## config.mk

```make
export PLATFORM = sky130hd
export DESIGN_NAME = img2col_reader
export DESIGN_NICKNAME = d
export VERILOG_FILES = /design/src/rtl/img2col_reader.sv
export SDC_FILE = /design/constraint.sdc
export NUM_CORES = 1
export LEC_CHECK = 0
export CAP_MARGIN = 20
export CORE_ASPECT_RATIO = 0.8
export CORE_MARGIN = 2
export CORE_UTILIZATION = 60
export CTS_BUF_LIST = sky130_fd_sc_hd__clkbuf_8
export DETAILED_ROUTE_END_ITERATION = 10
export GPL_TIMING_DRIVEN = 0
export PLACE_DENSITY = 0.86
export SETUP_SLACK_MARGIN = 0.3
export SYNTH_ARGS = -nofsm -noshare
export SYNTH_HDL_FRONTEND = slang
export SYNTH_SLANG_ARGS = --single-unit
```

## constraint.sdc

```tcl
create_clock -name clk -period 8.24 [get_ports clk]
set_clock_uncertainty 0.05 [all_clocks]
set_input_delay 1.236 -clock clk [delete_from_list [all_inputs] [get_ports clk]]
set_output_delay 1.236 -clock clk [all_outputs]
set_load 0.02 [all_outputs]
```

## src/rtl/img2col_reader.sv

```systemverilog
// img2col reader: walks K x K stride-1 windows of a row-major image in ram_t0 and
// streams the elements as valid/ready column vectors through a 2-entry skid FIFO.
`ifndef DATA_WIDTH
`define DATA_WIDTH 8
`endif
`ifndef ADDR_SIZE
`define ADDR_SIZE 8
`endif

module img2col_reader #(
    parameter int unsigned DATA_WIDTH = `DATA_WIDTH,
    parameter int unsigned ADDR_SIZE  = `ADDR_SIZE,
    parameter int unsigned IMG_H      = 4,
    parameter int unsigned IMG_W      = 4,
    parameter int unsigned K          = 3
) (
    input  logic                  clk,
    input  logic                  rst_n,
    input  logic                  start,
    output logic                  busy,
    output logic                  done,
    output logic                  mem_en,
    output logic                  mem_we,
    output logic [ADDR_SIZE-1:0]  mem_addr,
    output logic [DATA_WIDTH-1:0] mem_din,
    input  logic [DATA_WIDTH-1:0] mem_dout,
    output logic                  out_valid,
    input  logic                  out_ready,
    output logic [DATA_WIDTH-1:0] out_data,
    output logic                  out_last
);
    localparam int unsigned OH      = IMG_H - K + 1;
    localparam int unsigned OW      = IMG_W - K + 1;
    localparam int unsigned DIM_MAX = (IMG_H > IMG_W) ? IMG_H : IMG_W;
    localparam int unsigned CW      = $clog2(DIM_MAX + 1);

    typedef enum logic [1:0] {S_IDLE, S_RUN, S_DRAIN, S_DONE} state_t;

    state_t                state_q, state_d;
    logic [CW-1:0]         oy_q, oy_d, ox_q, ox_d, ky_q, ky_d, kx_q, kx_d;
    logic [ADDR_SIZE-1:0]  mem_addr_q, mem_addr_d, addr_row;
    logic                  mem_en_q, mem_en_d, busy_q, busy_d, done_q, done_d;
    logic                  inflight_q, inflight_d, infl_last_q, infl_last_d;
    logic [1:0]            fifo_cnt_q, fifo_cnt_d;
    logic [DATA_WIDTH-1:0] e0_data_q, e0_data_d, e1_data_q, e1_data_d;
    logic                  e0_last_q, e0_last_d, e1_last_q, e1_last_d;
    logic                  out_valid_q, out_valid_d;
    logic                  pop, push, issue, col_last, at_last;

    assign mem_we    = 1'b0;
    assign mem_din   = '0;
    assign mem_en    = mem_en_q;
    assign mem_addr  = mem_addr_q;
    assign busy      = busy_q;
    assign done      = done_q;
    assign out_valid = out_valid_q;
    assign out_data  = e0_data_q;
    assign out_last  = e0_last_q;

    always_comb begin
        state_d     = state_q;
        oy_d        = oy_q;
        ox_d        = ox_q;
        ky_d        = ky_q;
        kx_d        = kx_q;
        mem_addr_d  = mem_addr_q;
        inflight_d  = 1'b0;
        infl_last_d = infl_last_q;
        fifo_cnt_d  = fifo_cnt_q;
        e0_data_d   = e0_data_q;
        e1_data_d   = e1_data_q;
        e0_last_d   = e0_last_q;
        e1_last_d   = e1_last_q;
        addr_row    = '0;

        pop      = out_valid_q & out_ready;
        push     = inflight_q;
        col_last = (ky_q == CW'(K - 1)) && (kx_q == CW'(K - 1));
        at_last  = col_last && (ox_q == CW'(OW - 1)) && (oy_q == CW'(OH - 1));
        // Only issue when the returning read is guaranteed a FIFO slot.
        issue    = (state_q == S_RUN) &&
                   (({1'b0, fifo_cnt_q} + 3'(inflight_q) - 3'(pop)) < 3'd2);

        // Shift-register FIFO: entry 0 is always the head.
        case ({push, pop})
            2'b10: begin
                if (fifo_cnt_q == 2'd0) begin
                    e0_data_d = mem_dout;
                    e0_last_d = infl_last_q;
                end else begin
                    e1_data_d = mem_dout;
                    e1_last_d = infl_last_q;
                end
                fifo_cnt_d = fifo_cnt_q + 2'd1;
            end
            2'b01: begin
                e0_data_d  = e1_data_q;
                e0_last_d  = e1_last_q;
                fifo_cnt_d = fifo_cnt_q - 2'd1;
            end
            2'b11: begin
                if (fifo_cnt_q == 2'd1) begin
                    e0_data_d = mem_dout;
                    e0_last_d = infl_last_q;
                end else begin
                    e0_data_d = e1_data_q;
                    e0_last_d = e1_last_q;
                    e1_data_d = mem_dout;
                    e1_last_d = infl_last_q;
                end
            end
            default: ;
        endcase

        case (state_q)
            S_IDLE: begin
                if (start) begin
                    state_d    = S_RUN;
                    oy_d       = '0;
                    ox_d       = '0;
                    ky_d       = '0;
                    kx_d       = '0;
                    mem_addr_d = '0;
                end
            end
            S_RUN: begin
                if (issue) begin
                    inflight_d  = 1'b1;
                    infl_last_d = col_last;
                    if (at_last) begin
                        state_d = S_DRAIN;
                    end else begin
                        if (kx_q != CW'(K - 1)) begin
                            kx_d = kx_q + 1'b1;
                        end else begin
                            kx_d = '0;
                            if (ky_q != CW'(K - 1)) begin
                                ky_d = ky_q + 1'b1;
                            end else begin
                                ky_d = '0;
                                if (ox_q != CW'(OW - 1)) begin
                                    ox_d = ox_q + 1'b1;
                                end else begin
                                    ox_d = '0;
                                    oy_d = oy_q + 1'b1;
                                end
                            end
                        end
                        addr_row   = ADDR_SIZE'(oy_d) + ADDR_SIZE'(ky_d);
                        mem_addr_d = addr_row * ADDR_SIZE'(IMG_W) +
                                     ADDR_SIZE'(ox_d) + ADDR_SIZE'(kx_d);
                    end
                end
            end
            S_DRAIN: begin
                if (!inflight_q && (fifo_cnt_d == 2'd0)) begin
                    state_d = S_DONE;
                end
            end
            default: state_d = S_IDLE;
        endcase

        out_valid_d = (fifo_cnt_d != 2'd0);
        busy_d      = (state_d != S_IDLE);
        done_d      = (state_d == S_DONE);
        mem_en_d    = (state_d == S_RUN) || (state_d == S_DRAIN);
    end

    always_ff @(posedge clk or negedge rst_n) begin
        if (!rst_n) begin
            state_q     <= S_IDLE;
            oy_q        <= '0;
            ox_q        <= '0;
            ky_q        <= '0;
            kx_q        <= '0;
            mem_addr_q  <= '0;
            mem_en_q    <= 1'b0;
            busy_q      <= 1'b0;
            done_q      <= 1'b0;
            inflight_q  <= 1'b0;
            infl_last_q <= 1'b0;
            fifo_cnt_q  <= '0;
            e0_data_q   <= '0;
            e1_data_q   <= '0;
            e0_last_q   <= 1'b0;
            e1_last_q   <= 1'b0;
            out_valid_q <= 1'b0;
        end else begin
            state_q     <= state_d;
            oy_q        <= oy_d;
            ox_q        <= ox_d;
            ky_q        <= ky_d;
            kx_q        <= kx_d;
            mem_addr_q  <= mem_addr_d;
            mem_en_q    <= mem_en_d;
            busy_q      <= busy_d;
            done_q      <= done_d;
            inflight_q  <= inflight_d;
            infl_last_q <= infl_last_d;
            fifo_cnt_q  <= fifo_cnt_d;
            e0_data_q   <= e0_data_d;
            e1_data_q   <= e1_data_d;
            e0_last_q   <= e0_last_d;
            e1_last_q   <= e1_last_d;
            out_valid_q <= out_valid_d;
        end
    end
endmodule

```

==> Word level (Yosys, flattened, before mapping) <==
Index checks and enable logic that the tools add are counted.
{ "word_totals": {"regBits": 48, "in_bits": 12, "out_inout_bits": 30, "wordCells": 129} }
{ "classes": {"n_addsub": 11, "n_lt_le_gt_ge": 1, "n_eq_ne": 22, "n_mux": 58, "bitwise": 1, "reduce_logical": 19} }
{ "ops": {"columns": ["operator", "count"], "rows": [
  ["$mux 3", 30],
  ["$mux 8", 7],
  ["$pmux 8 s2", 2],
  ["$pmux 3 s2", 4],
  ["$pmux 8 s3", 1],
  ["$add 3x1->3 const B", 4],
  ["$ne 2x2->1 const B", 6],
  ["$eq 2x2->1 const B", 5],
  ["$add 7x3->8", 1],
  ["$eq 2x1->1 const B", 4],
  ["$mux 2", 4],
  ["$reduce_bool 2->1", 4],
  ["$add 6x3->7", 1],
  ["$eq 3x1->1 const B", 2],
  ["$eq 3x2->1 const B", 2],
  ["$logic_not 2->1", 3],
  ["$mux 1", 6],
  ["$ne 3x2->1 const B", 2],
  ["$pmux 2 s3", 1],
  ["$logic_and 1x1->1", 5],
  ["$add 3x3->4", 1],
  ["$pmux 2 s2", 1],
  ["$reduce_and 2->1", 2],
  ["$reduce_and 4->1", 1],
  ["13 further kinds", 13]
]} }

==> Depth between registers and ports, before layout <==
Gate-level depths: netlist of the first run.
{ "logic_depth": {"word_depth": 13, "depth_mapped": 14} }

==> Worst setup path after synthesis of the first run <==
No wires, ideal clock.
{ "synth_path": {"path_kind": "in2reg", "from": "in out_ready", "to": "reg mem_addr_q[3] (netlist: mem_addr[3])", "setup_time_ns": 0.110, "t_arrival_ns": 3.397, "t_required_ns": 8.080, "setup_slack_ns": 4.682, "stages": 11, "cell_sequence": "and2_1 -> clkbuf_1 -> xnor2_1 -> nand2b_1 -> fa_1 -> nand3b_1 -> a2bb2oi_1 -> or2_1 -> buf_2 -> buf_6 -> o41ai_1"} }
{ "synth_between": {"elab_chain_cells": 6} }
{ "synth_rtl": {"columns": ["item", "line", "source"], "rows": [
  ["start: declaration", "28", "input logic out_ready,"],
  ["$and 1x1->1", "76", "pop = out_valid_q & out_ready;"],
  ["$sub 3x1->3", "82", "(({1'b0, fifo_cnt_q} + 3'(inflight_q) - 3'(pop)) < 3'd2);"],
  ["$lt 3x2->1", "82", null],
  ["$logic_and 1x1->1", "81", "issue = (state_q == S_RUN) &&"],
  ["$ne 2x2->1 (no line)", null, null],
  ["$reduce_and 4->1 (no line)", null, null],
  ["end signal: assignment", "194", "mem_addr_q <= mem_addr_d;"],
  ["end: declaration", "41", "logic [ADDR_SIZE-1:0] mem_addr_q, mem_addr_d, addr_row;"]
]} }
No other way between the ends.
A chain may end at the register's enable or synchronous reset.

==> Worst setup path after layout of the first run <==
Ends and elaborated chain as after synthesis.

==> results of run 1 <==
## synthesized netlist by cell type (all sizes together) (6+ instances only)
cell,number
dfrtp,47
mux2i,12
buf,15
nor2,6
xnor2,8
nand2,26
inv,13
o21ai,26
mux2,12
ha,15
## state kept, by name (all words and copies together) (netlist names), 2 cells and up
name        cells
state_q         2
mem_addr        7
oy_q            3
kx_q            3
e1_data_q       8
ky_q            3
ox_q            3
fifo_cnt_q      2
out_data        8
## per-layer routing
metal	track usage, %	vias to the layer above	wire length [um]
li1	-	1007	-
met1	32.4	973	2450
met2	34.2	67	2370
met3	4.24	9	334
met4	11.4	0	119
met5	0	-	0
## through the flow
stage	hold WS, ns	worst slack [ns]
6_report	0.434	4.21
5_1_grt	0.460	3.98
4_1_cts	0.441	4.23
3_5_place_dp	0.420	3.92
3_3_place_gp	0.409	3.96
2_1_floorplan	0.429	4.68
## final timing paths
check	to	slack [ns]	cells past startpoint	start
setup / recovery	mem_addr[3]	4.21	12	out_ready
hold / removal	out_data[0]	0.43	2	out_data[0]
setup reg to reg	mem_addr[4]	4.39	14	kx_q[0]
hold reg to reg	out_data[0]	0.43	2	out_data[0]
max in group asynchronous	kx_q[1]	6.97	2	rst_n
min in group asynchronous	state_q[0]	0.71	1	rst_n
## report_power, final
part / internal, uW / switching (uW)
Combinational: 278 / 323
Sequential: 311 / 54.0
Clock: 60.7 / 85.5
## area by class of cell
| cell class | instances | area share (%) |
|---|---|---|
| multi-input cells | 193 | 43.2 |
| clock inverters | 3 | 0.731 |
| clock buffers | 5 | 2.12 |
| well taps | 57 | 2.19 |
| inverters | 13 | 1.50 |
| repair buffers | 32 | 10.0 |
| flip-flops and latches | 47 | 36.2 |
| plain buffers | 20 | 4.04 |
## cell families after synthesis
kind of cell | synth area share [%]
other cells | 0.137
flops | 43.1
mux | 9.35
fa+ha+maj | 9.81
buf+inv | 6.60
xor+xnor | 4.17
compound gates | 13.5
simple gates | 13.3
## tightest hold or removal path, stage by stage, from the launching register on
cell	delay, ns
dfrtp_1	0.35
nand2_1	0.04
o21ai_0	0.06
==> reports/results.tsv, run 1 <==
metric	value	unit
layout cell share with drive strength beyond 1	13.1	%
Core Region	0.00428	mm2
largest buffer count on any clock path	2	
# diodes	0	
Pre-Repair DR Iteration Count	4	
Post-CTS Hold Fix Bufs	0	
Crit path buffers/inverters	4	
Worst VDD drop	250	uV
std cell rows	21	
unrepaired setup endpoints after global routing	no	
clock-pin slew on the worst setup and hold paths	0.09	ns
die span in y	64.3	um
Area contributors post-synth	dfrtp_1 43%, ha_1 6.9%, mux2_2 5.0%	
CTS root buf	clkbuf_8	
share of Yosys cell area claimed by the top area cell type	43.1	%
Layout Utilization	75.9	%
first-pass GRT wire length	9000	um
Final Cycle Share	49.0	%
CTS H-tree lvls	2	
final hold vios	0	
Least-Margin Pin Slew	0.634	ns
Post-synth ARST share	100	%
leakage power	0.00147	uW
Worst Path Arrival	4.19	ns
PostCTS Resize Cnt	0	
area delta synth->final	19.2	%
Slew Limit Fails	0	
Worst slew margin	57.8	%
die width	79.4	um
CTS tree	built	
most common cell after layout, fill and taps aside	dfrtp_1	
part of the Yosys area used for sequential elements	43.1	%
Placed Area	0.00316	mm2
total CTS buffers	5	
critical path fanouts, max	10	
DRC Markers	0	
power per cell area	342	mW/mm2
Worst setup EP type	flip-flop	
setup tns final	0	ns
gr usage total	23.0	%
Hold WC Path Type	reg -> reg	
postcts setup bufs	0	
worst-skew pair later-pin latency	0.31	ns
storage element area	0.00118	mm2
Nets	343	
status	completed	
gr ovfl total	0	
Port Buffers	31	
CP Class	in -> reg	
starting density of the core	63.7	%
antenna violations before repair	0	
area of the multi-input gates	0.00141	mm2
largest net degree at the start of global routing	40	
synth unique cells	48	
synth warn	0	
number of flops mapped to enable cells by yosys	0	
leading cell types in the layout, fill and taps excluded	47 x dfrtp_1, 30 x clkdlybuf4s50_1, 26 x nand2_1, 25 x o21ai_0, 15 x ha_1	
design area	0.00325	mm2
Finish-stage setup viols	0	
Mapped Cells	264	
CTS Sinks	47	
dpl hpwl	3840	um
Slowest Stage Delay on Critical Path	0.52	ns
IO Pins	42	
Slowest cell on crit path	fa_1	
drt wl/cell	14.3	um
drt total wl	5280	um
DP Cell Count	362	
Avg Inst Size Synth	10.3	um2
DRT iter0 DRCs	133	
CP startpoint kind	input port	
DR vias/cell	5.56	
max cap viols	0	
fmax	248	MHz
routability cong.	0.854	
die area	0.00511	mm2
detailed-route via count	2056	
Synth area leader	dfrtp_1	
FF+latch count, synth	47	
sequence of cells on the critical path	clkdlybuf4s50_1 > and2_1 > clkbuf_1 > xnor2_1 > nand2b_1 > fa_1 > nand3b_1 > a2bb2oi_1 > or2_1 > buf_2 > buf_6 > o41ai_1	
crit path time final	4.03	ns
Layout Cells excl Fill	370	
fillers	297	
synthesized area	0.00273	mm2
Top FF cell, synth	dfrtp_1	
number of antenna-violating nets in the routed design	0	
worst path required time	8.39	ns
vias in the first global route	1933	
Crit path max-delay family	buffers and inverters	
Design Power	1110	uW
No activity file was read; power rests on OpenSTA's default activity.
==> run 2: changes to the inputs <==
--- a/config.mk
+++ b/config.mk
@@ -8,11 +8,11 @@
 export CAP_MARGIN = 20
 export CORE_ASPECT_RATIO = 0.8
 export CORE_MARGIN = 2
-export CORE_UTILIZATION = 60
+export CORE_UTILIZATION = 50
 export CTS_BUF_LIST = sky130_fd_sc_hd__clkbuf_8
 export DETAILED_ROUTE_END_ITERATION = 10
 export GPL_TIMING_DRIVEN = 0
-export PLACE_DENSITY = 0.86
+export PLACE_DENSITY = 0.76
 export SETUP_SLACK_MARGIN = 0.3
 export SYNTH_ARGS = -nofsm -noshare
 export SYNTH_HDL_FRONTEND = slang
==> constraint.sdc (replaced) <==
create_clock -name clk -period 3.5 [get_ports clk]
set_clock_uncertainty 0.05 [all_clocks]
set_input_delay 0.525 -clock clk [delete_from_list [all_inputs] [get_ports clk]]
set_output_delay 0.525 -clock clk [all_outputs]
set_load 0.02 [all_outputs]
==> run 2 against run 1 <==
Net effect: the flow now finishes with violations (setup timing); first-iteration DRC count rose by 11%; design area grew 6.5%; utilization fell by 11 points; critical path type is now reg -> reg.
==> reports/results.tsv, run 2 (same netlist as run 1, synthesis figures left out) <==
metric	value	unit	change
DP Cell Count	370		+2.2%
Worst VDD drop	339	uV	+36%
Slowest Stage Delay on Critical Path	0.58	ns	+0.06 ns
Layout Utilization	64.8	%	-11 points
CTS root buf	clkbuf_8		
CP Class	reg -> reg		
die span in y	70.1	um	+8.9%
critical path fanouts, max	2		-8
worst setup slack after layout	-0.0188	ns	-4.22 ns
dpl hpwl	3910	um	+1.8%
gr usage total	20.4	%	-2.6 points
drt total wl	5750	um	+9.0%
crit path time final	3.52	ns	
power per cell area	843	mW/mm2	+150%
Nets	352		+2.6%
Worst slew margin	53.9	%	-3.8 points
clock-pin slew on the worst setup and hold paths	0.09	ns	about the same
fillers	427		+44%
Worst setup EP type	flip-flop		
worst path required time	3.64	ns	-4.75 ns
die width	86.6	um	+9.1%
drt wl/cell	14.9	um	+4.2%
Post-Place Setup Slack	-0.147	ns	-4.07 ns
Placed Area	0.00319	mm2	+0.95%
CTS Sinks	47		unchanged
max cap viols	0		unchanged
CTS H-tree lvls	2		unchanged
detailed-route via count	2133		+3.7%
leading cell types in the layout, fill and taps excluded	45 x dfrtp_1, 30 x clkdlybuf4s50_1, 26 x nand2_1, 23 x o21ai_0, 19 x buf_4		
routability cong.	0.811		-4.9%
worst reg2reg setup slack	-0.02	ns	-4.41 ns
starting density of the core	51.1	%	-13 points
CP startpoint kind	flip-flop		
Final Cycle Share	101	%	
largest net degree at the start of global routing	29		-28%
Pre-Repair DR Iteration Count	4		unchanged
setup tns final	-0.0188	ns	-0.0188 ns
Core Region	0.00535	mm2	+25%
# diodes	0		unchanged
leakage power	0.00160	uW	+8.3%
fmax	284	MHz	
Slowest cell on crit path	fa_1		
std cell rows	24		+14%
layout cell share with drive strength beyond 1	20.2	%	+7.1 points
final hold vios	0		unchanged
reg-to-reg startpoint	kx_q[0]		
Hold WC Path Type	in -> async		
antenna violations before repair	0		unchanged
CP most frequent cell	buf_6		
largest buffer count on any clock path	2		unchanged
Least-Margin Pin Slew	0.691	ns	+0.0576 ns
DR vias/cell	5.51		-0.81%
DRT iter0 DRCs	148		+11%
Layout Cells excl Fill	387		+4.6%
Port Buffers	31		unchanged
Finish-stage setup viols	1		+1
most common cell after layout, fill and taps aside	dfrtp_1		
first-pass GRT wire length	9690	um	+7.7%
total CTS buffers	5		unchanged
DRC Markers	0		unchanged
Worst R2R End	mem_addr[4]		
unrepaired setup endpoints after global routing	yes		
Post-CTS Hold Fix Bufs	0		unchanged
area delta synth->final	27.0	%	
worst-skew pair later-pin latency	0.30	ns	about the same
R2R depth	14		unchanged
gr ovfl total	0		unchanged
Slew Limit Fails	0		unchanged
design area	0.00346	mm2	+6.5%
die area	0.00607	mm2	+19%
failing checks	setup timing		
status	finished with violations		
number of antenna-violating nets in the routed design	0		unchanged
sequence of cells on the critical path	buf_6 > or3b_4 > or3_4 > buf_6 > xnor2_4 > ha_4 > inv_2 > fa_1 > inv_1 > ha_1 > a21o_1 > a21oi_2 > xnor2_1 > a22o_1		
vias in the first global route	2100		+8.6%
Worst Path Arrival	3.66	ns	-0.53 ns
CTS tree	built		
IO Pins	42		unchanged
==> run 2: cell count changes in the layout (fill, tap and decap cells not counted), moves of 2 or more <==
| cell | before | now |
|---|---|---|
| o21ai_1 | 1 | 3 |
| o41ai_1 | 3 | 1 |
| clkinvlp_4 | 2 | 0 |
| o21ai_0 | 25 | 23 |
| dfrtp_1 | 47 | 45 |
| clkbuf_1 | 5 | 3 |
| dfrtp_2 | 0 | 2 |
| buf_4 | 10 | 19 |
==> run 2: layer usage <==
metal | vias up | share of wire, % | track usage, %
met4 | 0 | 1.4 | 7.81
met1 | 1051 | 47 | 27.7
met2 | 52 | 47 | 31.7
met3 | 7 | 3.9 | 4.96
li1 | 1023 | - | -
met5 | - | 0 | 0
==> run 2: worst max-delay path: cells and delay by family (launching register included) <==
family | cells | cell delay (ns)
AO/OA/AOI/OAI | 3 | 0.55
XOR/XNOR | 2 | 0.24
adder cells (fa/ha/maj) | 3 | 1.11
buffers and inverters | 4 | 0.36
flip-flops | 1 | 0.38
AND/OR/NAND/NOR | 2 | 0.72
==> run 2: worst max path at each step <==
stage          depth (start not counted)      start           to  slack, ns
2_1_floorplan                         14    kx_q[0]  mem_addr[4]       0.12
3_3_place_gp                          11  out_ready      kx_q[0]      -0.08
3_5_place_dp                          11  out_ready      oy_q[2]      -0.15
4_1_cts                               14    kx_q[0]  mem_addr[6]      -0.04
5_1_grt                               14    kx_q[0]  mem_addr[4]      -0.15
6_report                              14    kx_q[0]  mem_addr[4]      -0.02
==> run 2: cell type report <==
class / count / area (um2) / share of cell area, %
inverter: 13 / 48.8 / 1.41
clock inverter: 2 / 35.0 / 1.01
sequential: 47 / 1180 / 34.0
clock buffer: 6 / 82.6 / 2.38
timing repair buffer: 41 / 393 / 11.3
multi-input combinational: 193 / 1500 / 43.4
tap: 65 / 81.3 / 2.35
buffer: 20 / 143 / 4.12
==> run 2: per-stage QoR <==
stage               hold WS (ns)  power, uW
finish                     0.120       2920
global route               0.155       3130
CTS                        0.134       2780
detailed placement         0.426       2280
global placement           0.411       2240
floorplan                  0.179       1870
==> run 2: repair_timing <==
item | 4_1_cts | 5_1_grt
resized for setup | 8 | 10
pin swaps | 10 | 8
buffers inserted | 5 | 4
setup endpoints to repair | 16 | 9
==> run 2: power by group <==
part / internal [uW] / switching [uW]
registers: 733 / 128
clock network: 231 / 185
logic: 788 / 854
total: 1750 / 1170
==> run 3: changes to the inputs <==
--- a/config.mk
+++ b/config.mk
@@ -7,13 +7,13 @@
 export LEC_CHECK = 0
 export CAP_MARGIN = 20
 export CORE_ASPECT_RATIO = 0.8
-export CORE_MARGIN = 2
 export CORE_UTILIZATION = 50
 export CTS_BUF_LIST = sky130_fd_sc_hd__clkbuf_8
 export DETAILED_ROUTE_END_ITERATION = 10
 export GPL_TIMING_DRIVEN = 0
-export PLACE_DENSITY = 0.76
+export PLACE_DENSITY = 0.78
 export SETUP_SLACK_MARGIN = 0.3
+export SLEW_MARGIN = 20
 export SYNTH_ARGS = -nofsm -noshare
 export SYNTH_HDL_FRONTEND = slang
 export SYNTH_SLANG_ARGS = --single-unit
==> run 3 against run 2 <==
Net effect: routed wire length rose by 0.21%; sequential power barely moved; clock-buffer cell count fell by 1; power rose by 0.93%; first-iteration DRC count fell by 3.4%; sequential cell count did not move; final cell count fell by 0.78%; register-to-register slack barely moved; setup slack improved by 0.0037 ns; critical path type unchanged; combinational power barely moved; global-route usage rose by 1.3 points; worst hold slack got worse by 0.014 ns; the run still ends with setup timing left.
==> reports/results.tsv, run 3 (same netlist as run 1, synthesis figures left out) <==
metric	value	unit	change
fillers	393		-8.0%
Worst Path Arrival	3.66	ns	about the same
Worst setup EP type	flip-flop		
first-pass GRT wire length	9570	um	-1.3%
CTS Sinks	47		unchanged
storage element area	0.00118	mm2	+0.11%
max cap viols	0		unchanged
Levels on crit path	14		unchanged
std cell rows	23		-4.2%
Port Buffers	31		unchanged
Hold WC Path Type	in -> async		
sequential power share	29.3	%	-0.2 points
drt wl/cell	15.0	um	+0.99%
# diodes	0		unchanged
CP most frequent cell	buf_6		
Slowest cell on crit path	fa_1		
dpl hpwl	3930	um	+0.45%
layout cell share with drive strength beyond 1	20.5	%	+0.31 points
Int Pwr	1760	uW	+0.40%
largest buffer count on any clock path	2		unchanged
sequence of cells on the critical path	buf_6 > or3b_4 > or3_1 > buf_6 > xnor2_4 > ha_4 > inv_2 > fa_1 > inv_1 > ha_1 > a21o_1 > a21oi_2 > xnor2_1 > a22o_1		
leading cell types in the layout, fill and taps excluded	44 x dfrtp_1, 29 x clkdlybuf4s50_1, 26 x nand2_1, 23 x o21ai_0, 19 x buf_4		
failing checks	setup timing		
CTS H-tree lvls	2		unchanged
CTS root buf	clkbuf_8		
Sw Ratio	40.3	%	+0.32 points
Slew Limit Fails	0		unchanged
CTS tree	built		
worst-skew pair later-pin latency	0.31	ns	about the same
total CTS buffers	5		unchanged
design area	0.00347	mm2	about the same
routability cong.	0.826		+1.8%
DRT iter0 DRCs	143		-3.4%
largest net degree at the start of global routing	29		unchanged
leakage power	0.00158	uW	-0.77%
R2R depth	14		unchanged
DR vias/cell	5.52		+0.12%
antenna violations before repair	0		unchanged
Least-Margin Pin Slew	0.594	ns	-0.0970 ns
number of antenna-violating nets in the routed design	0		unchanged
fmax	284	MHz	+0.10%
clock-pin slew on the worst setup and hold paths	0.10	ns	about the same
Final Cycle Share	100	%	-0.11 points
DP Cell Count	367		-0.81%
drt total wl	5760	um	+0.21%
Core Region	0.00512	mm2	-4.2%
starting density of the core	53.3	%	+2.2 points
die width	84.6	um	-2.3%
Layout Cells excl Fill	384		-0.78%
worst setup slack after layout	-0.0151	ns	+0.00369 ns
IO Pins	42		unchanged
CP Class	reg -> reg		
power per cell area	850	mW/mm2	+0.90%
area delta synth->final	27.0	%	about the same
Worst VDD drop	355	uV	+4.7%
setup tns final	-0.0151	ns	+0.00369 ns
Finish-stage setup viols	1		unchanged
most common cell after layout, fill and taps aside	dfrtp_1		
status	finished with violations		
Slowest Stage Delay on Critical Path	0.57	ns	about the same
Post-Place Setup Slack	-0.230	ns	-0.0839 ns
die area	0.00576	mm2	-5.1%
detailed-route via count	2119		-0.66%
critical path fanouts, max	2		unchanged
Psw	1190	uW	+1.7%
Pre-Repair DR Iteration Count	6		+2
gr usage total	21.7	%	+1.3 points
Crit path max-delay family	adder cells		
Comb pwr share	56.7	%	+0.5 points
Crit path buffers/inverters	4		unchanged
crit path time final	3.52	ns	-0.00369 ns
Nets	352		unchanged
Layout Utilization	67.7	%	+2.8 points
final hold vios	0		unchanged
Worst slew margin	60.4	%	+6.5 points
vias in the first global route	2027		-3.5%
CP startpoint kind	flip-flop		
area of the multi-input gates	0.00151	mm2	+0.25%
unrepaired setup endpoints after global routing	yes		
gr ovfl total	0		unchanged
DRC Markers	0		unchanged
worst path required time	3.64	ns	about the same
Placed Area	0.00319	mm2	-0.12%
share of total power in the clock network	14.1	%	about the same
die span in y	68.1	um	-2.9%
run 3: per-layer routing:
layer | up-vias | global-route usage (%) | wire (um)
met5 | - | 0 | 0
met4 | 0 | 6.14 | 58
met3 | 8 | 4.10 | 260
met2 | 59 | 35.6 | 2740
met1 | 1033 | 30.0 | 2700
li1 | 1019 | - | -
run 3: stage by stage:
| step | power, uW | hold WS (ns) |
|---|---|---|
| 6_report | 2950 | 0.106 |
| 5_1_grt | 3150 | 0.141 |
| 4_1_cts | 2850 | 0.124 |
| 3_5_place_dp | 2280 | 0.424 |
| 3_3_place_gp | 2230 | 0.412 |
| 2_1_floorplan | 1870 | 0.179 |
run 3: power by group through the flow:
stage / clock network [uW] / registers [uW] / logic (uW)
global placement: 0 / 860 / 1370
floorplan: 0 / 944 / 922
finish: 414 / 863 / 1670
global route: 443 / 888 / 1820
detailed placement: 0 / 872 / 1410
CTS: 425 / 862 / 1560
run 3: worst paths after layout:
| check | startpoint | to | slack [ns] |
|---|---|---|---|
| max | kx_q[0] | mem_addr[4] | -0.02 |
| min | rst_n | mem_addr[2] | 0.11 |
| max reg2reg | kx_q[0] | mem_addr[4] | -0.02 |
| min reg2reg | out_data[6] | out_data[6] | 0.44 |
| max in group asynchronous | rst_n | e1_last_q | 2.77 |
| min in group clk | out_data[6] | out_data[6] | 0.44 |
run 3: layout make-up:
cell class | count | area share, %
multi-input cells | 193 | 43.5
plain buffers | 20 | 4.08
inverters | 13 | 1.41
repair buffers | 41 | 11.4
well taps | 62 | 2.24
flip-flops and latches | 47 | 34.0
clock inverters | 3 | 1.37
clock buffers | 5 | 1.99
run 3: what timing repair did:
item	in CTS	in global routing
hold buffers	0	0
gates resized for setup	14	6
buffers inserted	5	4
hold endpoints to repair	0	0
endpoints found under the setup margin	16	17
pin swaps	12	11
